[src/rtl/pipe_pkg.sv]
// Shared definitions for the CPU pipeline-stage registers: state encoding,
// stage bundle widths, field offsets and bubble kill masks.
package pipe_pkg;

  typedef enum logic [1:0] {
    EMPTY = 2'd0,
    ONE   = 2'd1,
    TWO   = 2'd2
  } state_t;

  // EX/MEM bundle, MSB first: MemRead, MemWrite, WriteData, WriteAddr,
  // MemtoReg, RegWrite, ALU_out, PC_Plus_4
  localparam int EXMEM_W            = 106;
  localparam int EXMEM_PC4_LSB      = 0;
  localparam int EXMEM_ALU_LSB      = 32;
  localparam int EXMEM_REGWRITE     = 64;
  localparam int EXMEM_MEMTOREG_LSB = 65;
  localparam int EXMEM_WADDR_LSB    = 67;
  localparam int EXMEM_WDATA_LSB    = 72;
  localparam int EXMEM_MEMWRITE     = 104;
  localparam int EXMEM_MEMREAD      = 105;

  localparam logic [EXMEM_W-1:0] EXMEM_KILL_MASK =
    (106'd1 << EXMEM_REGWRITE) | (106'd1 << EXMEM_MEMWRITE) | (106'd1 << EXMEM_MEMREAD);

endpackage

[src/rtl/pipe_skid_slot.sv]
// One valid+data holding register; clear wins over load so a flush always
// leaves the slot empty.
module pipe_skid_slot #(
  parameter int W = 8
) (
  input  logic         clk,
  input  logic         reset,
  input  logic         load,
  input  logic         clear,
  input  logic [W-1:0] d,
  output logic         valid,
  output logic [W-1:0] q
);

  always_ff @(posedge clk or negedge reset) begin
    if (!reset) begin
      valid <= 1'b0;
      q     <= '0;
    end else if (clear) begin
      valid <= 1'b0;
    end else if (load) begin
      valid <= 1'b1;
      q     <= d;
    end
  end

endmodule

[src/rtl/pipe_stage_reg.sv]
// Reusable pipeline-stage register with valid/ready handshake, flush with
// bubble masking and an optional 2-entry skid buffer.
module pipe_stage_reg
  import pipe_pkg::*;
#(
  parameter int              DATA_W    = 106,
  parameter logic [DATA_W-1:0] KILL_MASK = {DATA_W{1'b0}},
  parameter bit              SKID      = 1'b1
) (
  input  logic              clk,
  input  logic              reset,
  input  logic              in_valid,
  output logic              in_ready,
  input  logic [DATA_W-1:0] in_data,
  input  logic              flush,
  output logic              out_valid,
  input  logic              out_ready,
  output logic [DATA_W-1:0] out_data,
  output logic [1:0]        occupancy
);

  state_t            state_q, state_d;
  logic              ready_q;
  logic              in_fire, out_fire;
  logic              main_load, main_clear, skid_load, skid_clear;
  logic [DATA_W-1:0] main_src, main_data, skid_data;
  logic              main_valid, skid_valid;

  assign in_fire  = in_valid & in_ready;
  assign out_fire = main_valid & out_ready;

  always_comb begin
    state_d    = state_q;
    main_load  = 1'b0;
    main_clear = 1'b0;
    skid_load  = 1'b0;
    skid_clear = 1'b0;
    main_src   = in_data;
    if (flush) begin
      state_d    = EMPTY;
      main_clear = 1'b1;
      skid_clear = 1'b1;
    end else begin
      case (state_q)
        EMPTY: begin
          if (in_fire) begin
            main_load = 1'b1;
            state_d   = ONE;
          end
        end
        ONE: begin
          if (in_fire && out_fire) begin
            main_load = 1'b1;
          end else if (in_fire) begin
            skid_load = 1'b1;
            state_d   = TWO;
          end else if (out_fire) begin
            main_clear = 1'b1;
            state_d    = EMPTY;
          end
        end
        TWO: begin
          if (out_fire) begin
            main_src   = skid_data;
            main_load  = 1'b1;
            skid_clear = 1'b1;
            state_d    = ONE;
          end
        end
        default: state_d = EMPTY;
      endcase
    end
  end

  // ready_q stays low through reset and one edge beyond; with a skid it is the
  // whole registered in_ready, otherwise it only gates the combinational term.
  always_ff @(posedge clk or negedge reset) begin
    if (!reset) begin
      state_q <= EMPTY;
      ready_q <= 1'b0;
    end else begin
      state_q <= state_d;
      ready_q <= SKID ? (state_d != TWO) : 1'b1;
    end
  end

  assign in_ready = SKID ? ready_q : (ready_q & (~main_valid | out_ready));

  pipe_skid_slot #(.W(DATA_W)) u_main (
    .clk   (clk),
    .reset (reset),
    .load  (main_load),
    .clear (main_clear),
    .d     (main_src),
    .valid (main_valid),
    .q     (main_data)
  );

  generate
    if (SKID) begin : g_skid
      pipe_skid_slot #(.W(DATA_W)) u_skid (
        .clk   (clk),
        .reset (reset),
        .load  (skid_load),
        .clear (skid_clear),
        .d     (in_data),
        .valid (skid_valid),
        .q     (skid_data)
      );
    end else begin : g_noskid
      assign skid_valid = 1'b0;
      assign skid_data  = '0;
    end
  endgenerate

  assign out_valid = main_valid;
  assign out_data  = main_valid ? main_data : (main_data & ~KILL_MASK);
  assign occupancy = state_q;

  // Upstream must hold a refused payload; a flush releases that obligation.
  a_in_stable: assert property (@(posedge clk) disable iff (!reset)
    (in_valid && !in_ready && !flush) |=> (in_valid && $stable(in_data)));

  a_state_valid: assert property (@(posedge clk) disable iff (!reset)
    ((state_q == TWO) == skid_valid) && ((state_q != EMPTY) == main_valid));

endmodule
[config.mk]
export PLATFORM = sky130hd
export DESIGN_NAME = pipe_stage_reg
export DESIGN_NICKNAME = d
export VERILOG_FILES = /design/src/rtl/pipe_pkg.sv /design/src/rtl/pipe_skid_slot.sv /design/src/rtl/pipe_stage_reg.sv
export SDC_FILE = /design/constraint.sdc
export NUM_CORES = 1
export LEC_CHECK = 0
export ABC_AREA = 1
export BUFFER_PORTS_ARGS = -buffer_cell sky130_fd_sc_hd__buf_2
export CELL_PAD_IN_SITES_DETAIL_PLACEMENT = 0
export CELL_PAD_IN_SITES_GLOBAL_PLACEMENT = 1
export CORE_UTILIZATION = 39
export DETAILED_ROUTE_END_ITERATION = 7
export HOLD_SLACK_MARGIN = 0.15
export PLACE_DENSITY_LB_ADDON = 0.2
export SLEW_MARGIN = 20
export SYNTH_ARGS = -nofsm -noshare
export SYNTH_HDL_FRONTEND = slang
export SYNTH_SLANG_ARGS = --single-unit
[constraint.sdc]
create_clock -name clk -period 2 [get_ports clk]
set_clock_uncertainty 0.15 [all_clocks]
set_input_delay 0.3 -clock clk [delete_from_list [all_inputs] [get_ports clk]]
set_output_delay 0.3 -clock clk [all_outputs]
set_load 0.05 [all_outputs]
==> metrics, run 1 <==
boundary pin count 221; core box area 24500 µm²; CP arrival 2.11 ns; Final Hold Viols 0; fill cell count 2376; met3 Track Usage GR 0.0408; share of post-route cells with drive strength above 1 0.185; most used cell, CP nand2_1; routability cong. 0.752; final wirelength 29.2 mm; Worst-path clk slew 0.06 ns; met1 usage 0.315; DRT Pass-1 Iters 5; Synth warnings 0; Critical Path Sink Type flip-flop; fmax 550 MHz; synthesized cell area 9760 µm²; Layout Area Growth over Synthesis 36.5%; critical-path cell list nand2_1, inv_1, buf_4, nand2_1, nand3_1, a21oi_1, dlygate4sd3_1; CTS Buffer Depth 3; Switch Pwr 5.75 mW; via count 9358; Leakage 7.47 nW; Starting Density 0.399; Synth Area in Compound Gates 0.00154; post-route minimum period 1.82 ns; nature of the critical path startpoint flip-flop; GR Util met2 0.393; die area 25700 µm²; CTS sink cnt 216; flops & latches, synth 216; initial antenna violation count 0; die height 160 µm; final setup fails 0; FF-to-FF setup slack 0.18 ns; DRC 0; Reg power frac 0.416; Clock Power Share 0.285; largest net degree at the start of global routing 75; DRT iter0 DRCs 525; Crit Reg-Reg Endpoint occupancy[0]; sequential area share after synthesis 0.554; Post-DP HPWL 16.8 mm; Worst path slowest cell dlygate4sd3_1; peak supply drop 0.813 mV; antenna cell count 0; highest cell delay on the worst timing path 0.56 ns; Yosys cell types 14; FF-to-FF path depth 7; CTS tree yes; Final Slew Violations 0; vias in the first global route 9351; number of I/O port buffers 220; Comb power frac 0.299; adder-cell share of the synthesized area 0; Die Wd 160 µm; critical path's top delay family buffers and inverters; per-cell routed wire length 15.1 µm; Post-Syn Instances 1292; vias per cell 4.84; Post-Syn Nets 1403; Setup Buffers After CTS 0; worst r2r src u_main.valid; most frequent cells in the layout nand2_1, buf_2, nand3_1, dfrtp_1, dlygate4sd3_1; PwrDens 1150 nW/µm²; worst skew pair latency 0.51 ns; Remaining Overflow, GRT 0; Total Power 15.3 mW; RSZ-0062 raised after global routing false; worst path bufs/invs 3; crit path kind reg -> reg; setup TNS 0 ns; row count 57; Mean Syn Cell Area 7.55 µm²; post-synthesis simple-gate area fraction 0.404; CP max FO 4; post-synthesis xor/xnor area fraction 0; status finished, final reports clean; H-tree levels 1; period utilization 0.910; internal power 9.59 mW; mux cell area share after synthesis 0; worst hold path type in -> async; largest family of logic cells by synthesized area simple AND/OR/NAND/NOR gates; first-pass GRT wire length 48.5 mm; DRT antenna net count 0; Num CTS Buffers 24; Worst-Margin Slew 0.623 ns; Root Driver clkbuf_16; Max-slew headroom 0.584; commonest non-fill, non-tap cell in the layout nand2_1; Sw Share 0.375; max-cap violations 0; CP Data Required Time 2.29 ns; fin nets 1704; GRT Util Overall 0.233; most used routing layer met2
-- power by group through the flow --
| stage | clock network [mW] | logic (mW) | registers (mW) |
|---|---|---|---|
| finish | 4.38 | 4.58 | 6.38 |
| global route | 4.68 | 5.00 | 6.54 |
| CTS | 4.50 | 4.63 | 6.39 |
| detailed placement | 0 | 4.46 | 6.44 |
| global placement | 0 | 4.39 | 6.43 |
| floorplan | 0 | 1.34 | 8.20 |
-- worst max-delay path by stage --
stage | startpoint | endpoint | slack [ns] | cells after the start
4_1_cts | u_main.valid | u_main.q[69] | 0.18 | 8
3_3_place_gp | out_ready | u_main.q[6] | 0.03 | 9
2_1_floorplan | u_main.valid | u_main.q[100] | 0.02 | 9
5_1_grt | u_main.valid | u_main.q[36] | 0.02 | 8
3_5_place_dp | out_ready | u_main.q[82] | 0.006 | 9
6_report | u_main.valid | occupancy[0] | 0.18 | 7
-- layer usage --
layer	up-vias	routed length [µm]
li1	4643	-
met1	4410	13300
met2	282	13700
met3	23	1860
met4	0	345
met5	-	0
-- synthesized netlist by cell type --
| library cell | count | area [µm²] |
|---|---|---|
| nand2_1 | 755 | 2830 |
| dfrtp_1 | 216 | 5410 |
| nand3_1 | 215 | 1080 |
| clkbuf_1 | 59 | 221 |
| buf_2 | 24 | 120 |
| inv_1 | 6 | 22.5 |
| buf_1 | 5 | 18.8 |
| inv_2 | 3 | 11.3 |
| nor2_1 | 3 | 11.3 |
| a21oi_1 | 2 | 10.0 |
| nand2_2 | 1 | 6.26 |
| nor2_2 | 1 | 6.26 |
| nor3_2 | 1 | 10.0 |
| o21ai_0 | 1 | 5.00 |
-- layout make-up --
type                            instances  area [µm²]  share of cell area
Sequential cell                       216        5410               0.406
Multi-Input combinational cell        979        4000               0.300
Timing Repair Buffer                  363        2690               0.202
Clock buffer                           40         752              0.0565
Tap cell                              324         405              0.0304
Inverter                                9        36.3             0.00272
Clock inverter                          1        30.0             0.00225
-- registers in the layout, indices dropped and copies added, names as in the netlist --
| signal | cells |
|---|---|
| g_skid.u_skid.q | 106 |
| u_main.q | 106 |
| occupancy | 2 |
| in_ready | 1 |
| u_main.valid | 1 |
-- repair_timing --
action	in CTS	in global routing
hold buffers	109	0
setup endpoints to repair	8	0
hold endpoints to repair	429	0
gates resized for setup	1	0
-- logic make-up (layout without fill, tap and decap cells) --
family / Yosys count / count (layout)
AO/OA/AOI/OAI: 3 / 3
buffers and inverters: 97 / 413
flip-flops: 216 / 216
AND/OR/NAND/NOR: 976 / 976
-- per-stage QoR --
stage	hold WS, ns	setup slack [ns]	cells	instance area [µm²]	utilization
5_1_grt	0.185	0.0192	1932	13300	0.545
3_5_place_dp	0.108	0.00623	1782	11400	0.468
3_3_place_gp	0.113	0.0284	1782	11400	0.468
4_1_cts	0.152	0.183	1932	13300	0.545
2_1_floorplan	-0.146	0.0168	1292	9760	-
6_report	0.164	0.180	1932	13300	0.545
Note: power is estimated with default switching activity, not from simulation.
==> run 2, diff against run 1 <==
--- a/config.mk
+++ b/config.mk
@@ -13,6 +13,7 @@
 export DETAILED_ROUTE_END_ITERATION = 7
 export HOLD_SLACK_MARGIN = 0.15
 export PLACE_DENSITY_LB_ADDON = 0.2
+export REMOVE_ABC_BUFFERS = 1
 export SLEW_MARGIN = 20
 export SYNTH_ARGS = -nofsm -noshare
 export SYNTH_HDL_FRONTEND = slang
==> run 2 against run 1 <==
Net effect:
- final area increased by 0.54%
- worst hold slack improved by 0.017 ns
- final cell count unchanged
- critical path depth unchanged
- global-route usage increased by 0.18 points
- power increased by 1.9%
- sequential cell count unchanged
- clock power increased by 6.2%
- die area unchanged
- largest power group unchanged
- fmax decreased by 1.6%
==> metrics, run 2 (same netlist as run 1, synthesis figures left out) <==
DRT Pass-1 Iters 7; CP Data Required Time 2.31 ns; period utilization 0.924; via count 9233; per-cell routed wire length 15.1 µm; Post-DP HPWL 16.7 mm; vias per cell 4.78; share of post-route cells with drive strength above 1 0.188; fin nets 1701; Final Slew Violations 0; Num CTS Buffers 24; CTS tree yes; CP max FO 5; max-cap violations 0; antenna cell count 0; DRT iter0 DRCs 557; Hold WS 0.181 ns; crit path kind reg -> reg; FF-to-FF path depth 7; Layout Area Growth over Synthesis 37.2%; routability cong. 0.758; Remaining Overflow, GRT 0; vias in the first global route 9295; post-route minimum period 1.85 ns; number of I/O port buffers 220; Leakage 7.52 nW; CTS Buffer Depth 3; Root Driver clkbuf_16; Crit Reg-Reg Endpoint occupancy[0]; worst hold path type in -> async; CP arrival 2.16 ns; Crit. Startpoint u_main.valid; Final Hold Viols 0; commonest non-fill, non-tap cell in the layout nand2_1; Die Wd 160 µm; DRT antenna net count 0; PwrDens 1170 nW/µm²; boundary pin count 221; row count 57; Max-slew headroom 0.652; FF-to-FF setup slack 0.15 ns; DRC 0; CTS sink cnt 216; final wirelength 29.1 mm; worst skew pair latency 0.52 ns; first-pass GRT wire length 48.9 mm; most frequent cells in the layout nand2_1, buf_2, dfrtp_1; H-tree levels 1; status finished, final reports clean; setup TNS 0 ns; initial antenna violation count 0; die area 25700 µm²; RSZ-0062 raised after global routing false; nature of the critical path startpoint flip-flop; Starting Density 0.399; largest net degree at the start of global routing 64; fill cell count 2376; die height 160 µm; GRT Util Overall 0.234; final setup fails 0; Critical Path Sink Type flip-flop; worst r2r src u_main.valid; peak supply drop 0.635 mV; fmax 541 MHz; Worst-Margin Slew 0.522 ns; Worst-path clk slew 0.06 ns; core box area 24500 µm²
## run 2: timing repair
| action | CTS | global route |
|---|---|---|
| hold buffers | 110 | 0 |
| endpoints found under the hold margin | 430 | 0 |
| endpoints found under the setup margin | 0 | 9 |
| setup buffers | 0 | 0 |
| resized for setup | 0 | 2 |
## run 2: final cells by class
| class | instances | area (µm²) | share of cell area |
|---|---|---|---|
| Timing Repair Buffer | 360 | 2700 | 0.202 |
| Sequential cell | 216 | 5410 | 0.404 |
| Clock inverter | 9 | 95.1 | 0.00710 |
| Clock buffer | 35 | 743 | 0.0555 |
| Multi-Input combinational cell | 979 | 4010 | 0.299 |
| Inverter | 9 | 38.8 | 0.00290 |
| Tap cell | 324 | 405 | 0.0303 |
## run 2: report_power, final
| part | total, mW | switching (mW) | leakage [nW] | internal [mW] |
|---|---|---|---|---|
| combinational | 4.62 | 3.35 | 4.39 | 1.27 |
| sequential | 6.37 | 0.697 | 2.70 | 5.67 |
| clock | 4.65 | 1.83 | 0.424 | 2.82 |
## run 2: per-stage QoR
stage	worst slack, ns	cells	area [µm²]	power (mW)	utilization
after global placement	0.181	1778	11500	10.8	0.468
after CTS	0.0975	1932	13400	15.8	0.547
after global routing	0.0625	1932	13400	16.5	0.547
after floorplan	-5.10	1204	9400	9.49	-
final	0.151	1932	13400	15.6	0.547
after detailed placement	0.144	1778	11500	10.9	0.468
## run 2: critical path, stage by stage (launching register included)
cell and delay (ns):
dfrtp_1 0.36, nand2_1 0.16, inv_2 0.17, nand2_1 0.07
nand2_1 0.12, nand2_1 0.07, a21oi_1 0.12, dlygate4sd3_1 0.56
## run 2: how the worst max path moves through the flow
stage	endpoint	slack, ns	depth (start not counted)
finish	occupancy[0]	0.15	7
global route	occupancy[0]	0.06	7
CTS	occupancy[0]	0.1	7
detailed placement	u_main.q[12]	0.14	10
global placement	u_main.q[92]	0.18	10
floorplan	g_skid.u_skid.q[0]	-5.10	5
## run 2: routing by layer
layer,track usage,up-vias,share of wire
li1,-,4640,-
met5,0,-,0
met2,0.384,244,0.46
met1,0.327,4310,0.47
met3,0.0306,39,0.049
met4,0.0623,0,0.023
